===== src/rtl/winograd_pkg.sv =====
// rtl/winograd_pkg.sv - shared constants, FSM state type and accumulator width for winograd_out_tf
// Accumulator width grows by GUARD_W when WINOGRAD_OUT_TF_SAT_EN is defined.
package winograd_pkg;

  localparam int DATA_W_DEF = 32;
  localparam int TILE_IN    = 4;
  localparam int TILE_OUT   = 2;
  localparam int GUARD_W    = 4;

`ifdef WINOGRAD_OUT_TF_SAT_EN
  localparam bit SAT_EN = 1'b1;
`else
  localparam bit SAT_EN = 1'b0;
`endif

  typedef enum logic [2:0] {
    S_COL0 = 3'd0,
    S_COL1 = 3'd1,
    S_COL2 = 3'd2,
    S_COL3 = 3'd3,
    S_OUT0 = 3'd4,
    S_OUT1 = 3'd5
  } state_t;

  // Nine-term sums need 4 extra bits to be exact before clamping.
  function automatic int acc_width(input int data_w);
    return SAT_EN ? data_w + GUARD_W : data_w;
  endfunction

endpackage


===== src/rtl/winograd_out_tf_if.sv =====
// rtl/winograd_out_tf_if.sv - column-in / output-beat handshake bundle for winograd_out_tf
interface winograd_out_tf_if #(
  parameter int DATA_W = 32
);

  logic                     in_valid;
  logic                     in_ready;
  logic signed [DATA_W-1:0] m1;
  logic signed [DATA_W-1:0] m2;
  logic signed [DATA_W-1:0] m3;
  logic signed [DATA_W-1:0] m4;

  logic                     out_valid;
  logic                     out_ready;
  logic signed [DATA_W-1:0] y1;
  logic signed [DATA_W-1:0] y2;
  logic                     tile_done;

  modport master (
    output in_valid, m1, m2, m3, m4, out_ready,
    input  in_ready, out_valid, y1, y2, tile_done
  );

  modport slave (
    input  in_valid, m1, m2, m3, m4, out_ready,
    output in_ready, out_valid, y1, y2, tile_done
  );

endinterface


===== src/rtl/winograd_out_row_acc.sv =====
// rtl/winograd_out_row_acc.sv - one row lane of the column reduction: a0 = m0+m1+m2, a1 = m1-m2-m3
module winograd_out_row_acc #(
  parameter int DATA_W = 32,
  parameter int ACC_W  = 32
) (
  input  logic                     clk,
  input  logic                     rst,
  input  logic                     accept,
  input  logic [1:0]               col,
  input  logic signed [DATA_W-1:0] din,
  output logic signed [ACC_W-1:0]  t0,
  output logic signed [ACC_W-1:0]  t1
);

  logic signed [ACC_W-1:0] dext;
  logic signed [ACC_W-1:0] a0;
  logic signed [ACC_W-1:0] a1;

  assign dext = ACC_W'(din);

  // Column 0 overwrites, so a reset mid-tile never leaks old partial sums.
  always_ff @(posedge clk or negedge rst) begin
    if (!rst) begin
      a0 <= '0;
      a1 <= '0;
    end else if (accept) begin
      case (col)
        2'd0: begin
          a0 <= dext;
          a1 <= '0;
        end
        2'd1: begin
          a0 <= a0 + dext;
          a1 <= dext;
        end
        2'd2: begin
          a0 <= a0 + dext;
          a1 <= a1 - dext;
        end
        default: begin
          a1 <= a1 - dext;
        end
      endcase
    end
  end

  assign t0 = a0;
  assign t1 = a1;

endmodule


===== src/rtl/winograd_out_tf.sv =====
// rtl/winograd_out_tf.sv - Winograd F(2,3) output transform Y = A^T*M*A, column stream in, 2 beats out
// Optional WINOGRAD_OUT_TF_SAT_EN: wide accumulation, saturated outputs and sticky sat_flag.
module winograd_out_tf
  import winograd_pkg::*;
#(
  parameter int DATA_W = DATA_W_DEF
) (
  input  logic              clk,
  input  logic              rst,
  winograd_out_tf_if.slave  bus
`ifdef WINOGRAD_OUT_TF_SAT_EN
  ,
  output logic              sat_flag
`endif
);

  localparam int ACC_W = acc_width(DATA_W);

  state_t state_q;
  state_t state_d;

  logic in_rdy;
  logic out_vld;
  logic done;
  logic in_acc;
  logic out_acc;
  logic [$clog2(TILE_OUT)-1:0] beat;

  logic signed [DATA_W-1:0] m_lane [TILE_IN];
  logic signed [ACC_W-1:0]  t0     [TILE_IN];
  logic signed [ACC_W-1:0]  t1     [TILE_IN];
  logic signed [ACC_W-1:0]  r      [TILE_IN];
  logic signed [ACC_W-1:0]  s1;
  logic signed [ACC_W-1:0]  s2;
  logic signed [DATA_W-1:0] c1;
  logic signed [DATA_W-1:0] c2;

  assign m_lane[0] = bus.m1;
  assign m_lane[1] = bus.m2;
  assign m_lane[2] = bus.m3;
  assign m_lane[3] = bus.m4;

  assign in_acc  = bus.in_valid & in_rdy;
  assign out_acc = out_vld & bus.out_ready;
  assign beat    = (state_q == S_OUT1);

  for (genvar i = 0; i < TILE_IN; i++) begin : g_row
    winograd_out_row_acc #(
      .DATA_W (DATA_W),
      .ACC_W  (ACC_W)
    ) u_row (
      .clk    (clk),
      .rst    (rst),
      .accept (in_acc),
      .col    (state_q[1:0]),
      .din    (m_lane[i]),
      .t0     (t0[i]),
      .t1     (t1[i])
    );
  end

  always_ff @(posedge clk or negedge rst) begin
    if (!rst) begin
      state_q <= S_COL0;
    end else begin
      state_q <= state_d;
    end
  end

  always_comb begin
    state_d = state_q;
    in_rdy  = 1'b0;
    out_vld = 1'b0;
    done    = 1'b0;
    case (state_q)
      S_COL0: begin
        in_rdy = 1'b1;
        if (bus.in_valid) state_d = S_COL1;
      end
      S_COL1: begin
        in_rdy = 1'b1;
        if (bus.in_valid) state_d = S_COL2;
      end
      S_COL2: begin
        in_rdy = 1'b1;
        if (bus.in_valid) state_d = S_COL3;
      end
      S_COL3: begin
        in_rdy = 1'b1;
        if (bus.in_valid) state_d = S_OUT0;
      end
      S_OUT0: begin
        out_vld = 1'b1;
        if (bus.out_ready) state_d = S_OUT1;
      end
      S_OUT1: begin
        out_vld = 1'b1;
        if (bus.out_ready) begin
          state_d = S_COL0;
          done    = 1'b1;
        end
      end
      default: begin
        state_d = S_COL0;
      end
    endcase
  end

  // Row combine: beat k picks column k of T, then applies A^T across rows.
  always_comb begin
    for (int i = 0; i < TILE_IN; i++) begin
      r[i] = beat ? t1[i] : t0[i];
    end
    s1 = r[0] + r[1] + r[2];
    s2 = r[1] - r[2] - r[3];
  end

`ifdef WINOGRAD_OUT_TF_SAT_EN
  localparam logic signed [DATA_W-1:0] Y_MAX = {1'b0, {(DATA_W-1){1'b1}}};
  localparam logic signed [DATA_W-1:0] Y_MIN = {1'b1, {(DATA_W-1){1'b0}}};

  logic sat1;
  logic sat2;

  assign sat1 = (s1 > ACC_W'(Y_MAX)) || (s1 < ACC_W'(Y_MIN));
  assign sat2 = (s2 > ACC_W'(Y_MAX)) || (s2 < ACC_W'(Y_MIN));
  assign c1   = sat1 ? (s1[ACC_W-1] ? Y_MIN : Y_MAX) : s1[DATA_W-1:0];
  assign c2   = sat2 ? (s2[ACC_W-1] ? Y_MIN : Y_MAX) : s2[DATA_W-1:0];

  // Flag only beats the consumer actually took.
  always_ff @(posedge clk or negedge rst) begin
    if (!rst) begin
      sat_flag <= 1'b0;
    end else if (out_acc && (sat1 || sat2)) begin
      sat_flag <= 1'b1;
    end
  end
`else
  assign c1 = s1[DATA_W-1:0];
  assign c2 = s2[DATA_W-1:0];
`endif

  assign bus.in_ready  = in_rdy;
  assign bus.out_valid = out_vld;
  assign bus.tile_done = done & out_acc;
  assign bus.y1        = out_vld ? c1 : '0;
  assign bus.y2        = out_vld ? c2 : '0;

endmodule


===== src/flat_wrapper.sv =====
// flat-port wrapper written by rule: the top's interface ports become plain ports
module winograd_out_tf_flat import winograd_pkg::*;
#(
  parameter int DATA_W = DATA_W_DEF
)
  (clk, rst, bus_in_valid, bus_m1, bus_m2, bus_m3, bus_m4, bus_out_ready, bus_in_ready, bus_out_valid, bus_y1, bus_y2, bus_tile_done);
  winograd_out_tf_if #(.DATA_W(DATA_W)) bus_i ();
  input  logic clk;
  input  logic rst;
  input wire logic [$bits(bus_i.in_valid)-1:0] bus_in_valid;
  input wire logic [$bits(bus_i.m1)-1:0] bus_m1;
  input wire logic [$bits(bus_i.m2)-1:0] bus_m2;
  input wire logic [$bits(bus_i.m3)-1:0] bus_m3;
  input wire logic [$bits(bus_i.m4)-1:0] bus_m4;
  input wire logic [$bits(bus_i.out_ready)-1:0] bus_out_ready;
  output wire logic [$bits(bus_i.in_ready)-1:0] bus_in_ready;
  output wire logic [$bits(bus_i.out_valid)-1:0] bus_out_valid;
  output wire logic [$bits(bus_i.y1)-1:0] bus_y1;
  output wire logic [$bits(bus_i.y2)-1:0] bus_y2;
  output wire logic [$bits(bus_i.tile_done)-1:0] bus_tile_done;
  assign bus_i.in_valid = bus_in_valid;
  assign bus_i.m1 = bus_m1;
  assign bus_i.m2 = bus_m2;
  assign bus_i.m3 = bus_m3;
  assign bus_i.m4 = bus_m4;
  assign bus_i.out_ready = bus_out_ready;
  assign bus_in_ready = bus_i.in_ready;
  assign bus_out_valid = bus_i.out_valid;
  assign bus_y1 = bus_i.y1;
  assign bus_y2 = bus_i.y2;
  assign bus_tile_done = bus_i.tile_done;
  winograd_out_tf #(.DATA_W(DATA_W)) u_core (.clk(clk), .rst(rst), .bus(bus_i));
endmodule

===== config.mk =====
export PLATFORM = sky130hd
export DESIGN_NAME = winograd_out_tf_flat
export DESIGN_NICKNAME = d
export VERILOG_FILES = /design/src/rtl/winograd_pkg.sv /design/src/rtl/winograd_out_tf_if.sv /design/src/rtl/winograd_out_row_acc.sv /design/src/rtl/winograd_out_tf.sv /design/src/flat_wrapper.sv
export SDC_FILE = /design/constraint.sdc
export NUM_CORES = 1
export LEC_CHECK = 0
export CORE_MARGIN = 1
export CORE_UTILIZATION = 56
export CTS_CLUSTER_DIAMETER = 150
export DETAILED_ROUTE_END_ITERATION = 6
export GPL_TIMING_DRIVEN = 0
export PLACE_DENSITY = 0.77
export SKIP_LAST_GASP = 1
export SLEW_MARGIN = 20
export SYNTH_ARGS = -nofsm -noshare
export SYNTH_HDL_FRONTEND = slang
export SYNTH_SLANG_ARGS = --single-unit
export TNS_END_PERCENT = 5

===== constraint.sdc =====
create_clock -name clk -period 5.5 [get_ports clk]
set_input_delay 0.825 -clock clk [delete_from_list [all_inputs] [get_ports clk]]
set_output_delay 0.825 -clock clk [all_outputs]
set_load 0.1 [all_outputs]

==> results_dict.tcl, run 1 <==
set metrics [dict create \
    syn_inst 3794 \
    cp_max_fo 7 \
    clkTransAtPathRegs_ns 0.07 \
    core-area_um2 53710 \
    layout_common_cells "nor2_1, a21oi_1, ha_1" \
    crit_chain "ha_4, clkbuf_16, nand2_8, clkbuf_16, buf_16, mux2i_4, inv_1, fa_2, ha_4, fa_2, a21oi_2, o21bai_2, a2111oi_4, buf_4, nor4_4, o2111ai_2, nand3_1, buf_6, a31oi_4, o31ai_4, xnor2_2, nor2_4, buf_12" \
    grt-ovfl-total 0 \
    vias 31790 \
    nFillCells 4474 \
    final_nets 4596 \
    use_met3 0.09868 \
    gp_routability_congestion 1.039 \
    fin_skew_ns 0.02277 \
    dr.pass1.iters 7 \
    status "complete, but fails checks" \
    antenna_left 0 \
    ys_seq_area_frac 0.2132 \
    hold_viol_final 0 \
    syn2layout_area_growth_pct 19.00 \
    yosysTopAreaCell "dfrtp_1" \
    slowest_stage "fa_2" \
    arrival_ns 5.55 \
    fmax_mhz 156.9 \
    synth_fp_nets 4310 \
    critPathMaxStageDelay_ns 0.43 \
    cts_tree "yes" \
    synth_top_area_share 0.2132 \
    synth_area_um2 30400 \
    multi_input_area_um2 23130 \
    clock_path_buffers 3 \
    synth_cell_type_count 85 \
    criticalPathCategory "reg2out" \
    top_usage_layer "met2" \
    period_minus_slack_ns 6.375 \
    wl_per_cell_um 24.97 \
    die_y_um 235.0 \
    chipWidth_um 235.0 \
    cts.htree.levels 2 \
    grt_pass1_vias 29440 \
    via_per_inst 6.617 \
    drt_iter0_markers 3848 \
    cts_root_buffer "clkbuf_16" \
    fin_crit_sh 1.159 \
    grt_use_met1 0.5615 \
    rsz0062_at_grt "true" \
    critPathLaunchType "flop" \
    synth_area_leaders "dfrtp_1, ha_1, a21oi_1, nor2_1, fa_1" \
    die_area_um2 55220 \
    yosys_warnings 0 \
    hpwl_um 90370 \
    clkSinkCount 259 \
    grt_max_degree 93 \
    io_pins 199 \
    cts_hold_buf 0 \
    setup_violations 64 \
    synth.avg_cell_area_um2 8.012 \
    fin_cells 4804 \
    async_flop_share 1.000 \
    register_area_um2 6481 \
    antenna_found_initial 6 \
    grt_usage 0.4246 \
    worst_slew_pin_slew_ns 1.254 \
    ys_ff_latch 259 \
    end_kind "output port" \
    start_util 0.5660 \
    slew_violations 0 \
    hold_path.class "in2async" \
    synth_flop_cell "dfrtp_1" \
    io_buffers 195 \
    layout-drive-gt1-share 0.1059 \
    synth-edff-count 0 \
    layout_commonest_cell "nor2_1" \
    cts_buffers 35 \
    drc 0 \
    wirelength_um 120000 \
    relSlewSlack 0.1637 \
    critPathRequiredTime_ns 4.68 \
    setup_ws_ns -0.8754 \
    num_rows 85 \
    grt_first_pass_wirelength_um 178500 \
    clk_latency_ns 0.57 \
    maxCapViolations 0 \
    violations "setup timing" \
    placedCellCount 4688 \
    grt_util_met2 0.6258 \
]
## kinds of logic (layout without fill, tap and decap cells)
kind of cell,Yosys count,after routing,synth area share
adder cells (fa/ha/maj),384,384,0.1753
AND/OR/NAND/NOR,1043,1043,0.1548
buffers and inverters,449,761,0.05618
AO/OA/AOI/OAI,1210,1210,0.2597
multiplexers,201,201,0.06923
other,0,2,0
flip-flops,259,259,0.2132
XOR/XNOR,248,248,0.07145
## timing repair
action	CTS	global route
endpoints found under the setup margin	65	64
setup buffers	41	11
pin swaps	40	23
endpoints found under the hold margin	0	0
gates resized for setup	405	38
## area by class of cell
type                       instances  share of cell area
clock buffer                      53             0.02861
buffer                           159             0.02293
multi-input combinational       3086              0.6395
inverter                         289             0.02999
timing repair buffer             250             0.07098
clock inverter                    10            0.004566
tap                              696             0.02407
sequential                       259              0.1792
antenna                            2           0.0001384
## worst paths after layout
path | start | endpoint | slack, ns | cells after the start
setup / recovery | u_core.state_q[0] | bus_y1[31] | -0.88 | 23
hold / removal | rst | u_core.g_row[3].u_row.t0[7] | 0.24 | 2
setup reg to reg | u_core.state_q[0] | u_core.g_row[0].u_row.t0[14] | 0.10 | 14
hold reg to reg | u_core.g_row[3].u_row.t0[5] | u_core.g_row[3].u_row.t0[5] | 0.51 | 2
max in group asynchronous | rst | u_core.g_row[1].u_row.t0[12] | 4.37 | 3
min in group clk | u_core.g_row[3].u_row.t0[5] | u_core.g_row[3].u_row.t0[5] | 0.51 | 2
## flip-flops by register name (all words and copies together), names as in the netlist
signal,count
u_core.g_row.u_row.t0,128
u_core.g_row.u_row.t1,128
u_core.state_q,3
## critical path, delay by kind of cell, from the launching register on
kind / cells / cell delay, ns
mux: 1 / 0.26
xor+xnor: 1 / 0.34
flops: 1 / 0.42
buf+inv: 7 / 1.18
compound gates: 6 / 1.20
fa+ha+maj: 4 / 1.17
simple gates: 4 / 0.38
## per-layer routing
layer,routed length (um),share of wire,up-vias
met4,8409,0.070,6
met2,50620,0.42,2021
li1,-,-,14220
met1,46650,0.39,15110
met3,14250,0.12,431
met5,48,0.00040,-
## synth_stat cells, types with 15 or more instances
master / number
ha_1: 314
clkbuf_1: 119
nand2b_1: 39
nand2_1: 270
xnor2_1: 154
o21bai_1: 41
mux2i_1: 127
and2_1: 15
a21oi_1: 340
inv_1: 289
a21o_1: 167
nor2_1: 423
buf_2: 15
o21ai_0: 261
fa_1: 70
nor2b_1: 36
mux2_2: 74
o21a_1: 43
nor3_1: 57
nand3_1: 62
buf_1: 23
a211oi_1: 39
or3_1: 18
a221oi_1: 89
a31oi_1: 36
o31ai_1: 25
dfrtp_1: 259
xor2_1: 94
and3_1: 45
nand4_1: 29
## per-stage QoR
step                      hold WS [ns]  setup slack (ns)  instance area [um2]  setup TNS, ns  utilization
final                           0.2445           -0.8754                36170         -40.77       0.6735
after global routing            0.2885           -0.8791                36170         -42.93       0.6735
after CTS                       0.2710           -0.6338                35930         -29.30       0.6689
after detailed placement        0.5008            -3.129                33470        -122.50       0.6232
after global placement          0.4886            -8.574                33370       -2332.01       0.6214
after floorplan                 0.4697           -0.6451                30550         -16.44            -
Power of run 1 is left out: the tool's default activity adds up to more than one toggle a clock period on the data nets, which glitch-free logic cannot reach.
==> run 2: changes to the inputs <==
--- a/config.mk
+++ b/config.mk
@@ -6,11 +6,12 @@
 export NUM_CORES = 1
 export LEC_CHECK = 0
 export CORE_MARGIN = 1
-export CORE_UTILIZATION = 56
+export CORE_UTILIZATION = 57
+export CTS_BUF_LIST = sky130_fd_sc_hd__clkbuf_4 sky130_fd_sc_hd__clkbuf_8
 export CTS_CLUSTER_DIAMETER = 150
 export DETAILED_ROUTE_END_ITERATION = 6
 export GPL_TIMING_DRIVEN = 0
-export PLACE_DENSITY = 0.77
+export PLACE_DENSITY = 0.78
 export SKIP_LAST_GASP = 1
 export SLEW_MARGIN = 20
 export SYNTH_ARGS = -nofsm -noshare
==> results_dict.tcl, run 2 (synthesis results as in run 1) <==
set metrics [dict create \
    status "complete, but fails checks" \
    violations "DRC, setup timing" \
    drc 6 \
    layout_commonest_cell "nor2_1" \
    fin_skew_ns 0.06085 \
    layout_common_cells "nor2_1, a21oi_1, ha_1" \
    r2r-start "u_core.state_q[0]" \
    fmax_mhz 154.0 \
    period_minus_slack_ns 6.495 \
    clkTransAtPathRegs_ns 0.07 \
    via_per_inst 6.543 \
    grt_usage 0.4369 \
    crit_family "compound AO/OA/AOI/OAI gates" \
    cp_max_fo 6 \
    grt_first_pass_wirelength_um 177200 \
    grt_max_degree 84 \
    grt-ovfl-total 0 \
    fin_crit_sh 1.181 \
    rr_worst_depth 14 \
    clkSinkCount 259 \
    io_buffers 195 \
    slowest_stage "a2111oi_0" \
    die_y_um 232.9 \
    cts_hold_buf 0 \
    cts_tree "yes" \
    die_area_um2 54260 \
    drt_iter0_markers 3661 \
    antenna_found_initial 5 \
    dpl_cell_area_um2 33470 \
    critPathLaunchType "flop" \
    hold_viol_final 0 \
    hpwl_um 91170 \
    num_rows 84 \
    syn2layout_area_growth_pct 19.27 \
    setup_ws_ns -0.9945 \
    start_util 0.5773 \
    gp_routability_congestion 1.031 \
    io_pins 199 \
    cts_buffers 54 \
    clock_path_buffers 3 \
    cts.htree.levels 2 \
    core-area_um2 52660 \
    crit_chain "ha_4, clkbuf_16, nand2_8, clkbuf_16, buf_12, buf_4, mux2i_1, fa_1, inv_1, ha_1, nand2_1, nor2_1, a2111oi_0, nor2_1, a31oi_4, o31ai_4, xnor2_2, nor2_4, buf_12" \
    ff2ff_setup_slack_ns -0.01 \
    setup_violations 67 \
    clk_latency_ns 0.72 \
    dr.pass1.iters 7 \
    layout-drive-gt1-share 0.1164 \
    nFillCells 4343 \
    critPathRequiredTime_ns 4.68 \
    grt_pass1_vias 29310 \
    critPathMaxStageDelay_ns 0.64 \
    rsz0062_at_grt "true" \
    final_cell_area_um2 36260 \
    relSlewSlack 0.1564 \
    slew_violations 0 \
    maxCapViolations 0 \
    rr_endpoint "u_core.g_row[0].u_row.t0[14]" \
    criticalPathCategory "reg2out" \
    crit_buf_inv 6 \
    post-route-util 0.6886 \
    antenna_left 0 \
    worst_slew_pin_slew_ns 1.265 \
    hold_path.class "in2async" \
    wl_per_cell_um 24.80 \
    vias 31630 \
    end_kind "output port" \
    arrival_ns 5.67 \
    chipWidth_um 232.9 \
    final_nets 4615 \
    wirelength_um 119900 \
    cts_root_buffer "clkbuf_8" \
]
==> run 2: changes by cell type in the layout (fill, tap and decap cells not counted), sizes merged, moves of 2 or more <==
cell           change
bufinv             -3
buf                -2
clkdlybuf4s15      -3
clkbuf            +38
diode              +3
==> run 2: metrics by stage <==
| step | hold slack [ns] | setup TNS (ns) | cells | worst slack, ns |
|---|---|---|---|---|
| after floorplan | 0.4697 | -16.44 | 3794 | -0.6451 |
| after global placement | 0.4881 | -2344.46 | 4677 | -8.624 |
| after detailed placement | 0.4948 | -129.94 | 4681 | -3.297 |
| after CTS | 0.02271 | -40.23 | 4820 | -0.7972 |
| after global routing | 0.03717 | -48.18 | 4832 | -1.011 |
| final | 0.02236 | -43.35 | 4834 | -0.9945 |
==> run 2: area by class of cell <==
| cell class | count | area, um2 | area share |
|---|---|---|---|
| Multi-Input combinational cell | 3086 | 23110 | 0.6375 |
| Sequential cell | 259 | 6481 | 0.1788 |
| Timing Repair Buffer | 254 | 2698 | 0.07440 |
| Clock buffer | 90 | 1132 | 0.03123 |
| Inverter | 289 | 1085 | 0.02992 |
| Tap cell | 688 | 860.8 | 0.02374 |
| Buffer | 155 | 798.3 | 0.02202 |
| Clock inverter | 8 | 75.07 | 0.002071 |
| Antenna cell | 5 | 12.51 | 0.0003451 |
==> run 2: how the worst max path moves through the flow <==
stage | cells after the start | startpoint | endpoint
floorplan | 19 | u_core.state_q[1] | bus_y2[15]
CTS | 22 | u_core.state_q[1] | bus_y1[31]
global route | 19 | u_core.state_q[0] | bus_y2[26]
detailed placement | 17 | u_core.state_q[1] | bus_y2[31]
finish | 19 | u_core.state_q[0] | bus_y1[31]
global placement | 1 | rst | u_core.g_row[1].u_row.t1[13]
==> run 2: timing repair <==
| action | CTS | global route |
|---|---|---|
| setup endpoints to repair | 65 | 64 |
| resized for setup | 376 | 66 |
| pin swaps | 29 | 33 |
| setup buffers | 40 | 13 |
| cloned | 2 | 0 |
==> run 2: routing by layer <==
metal / vias up / GRT usage / part of all wire
met2: 1907 / 0.6405 / 0.42
met3: 444 / 0.1143 / 0.12
met4: 2 / 0.2631 / 0.069
met5: - / 0 / 0.00011
li1: 14270 / - / -
met1: 15010 / 0.5739 / 0.39
Power of run 2 is left out for the same reason.
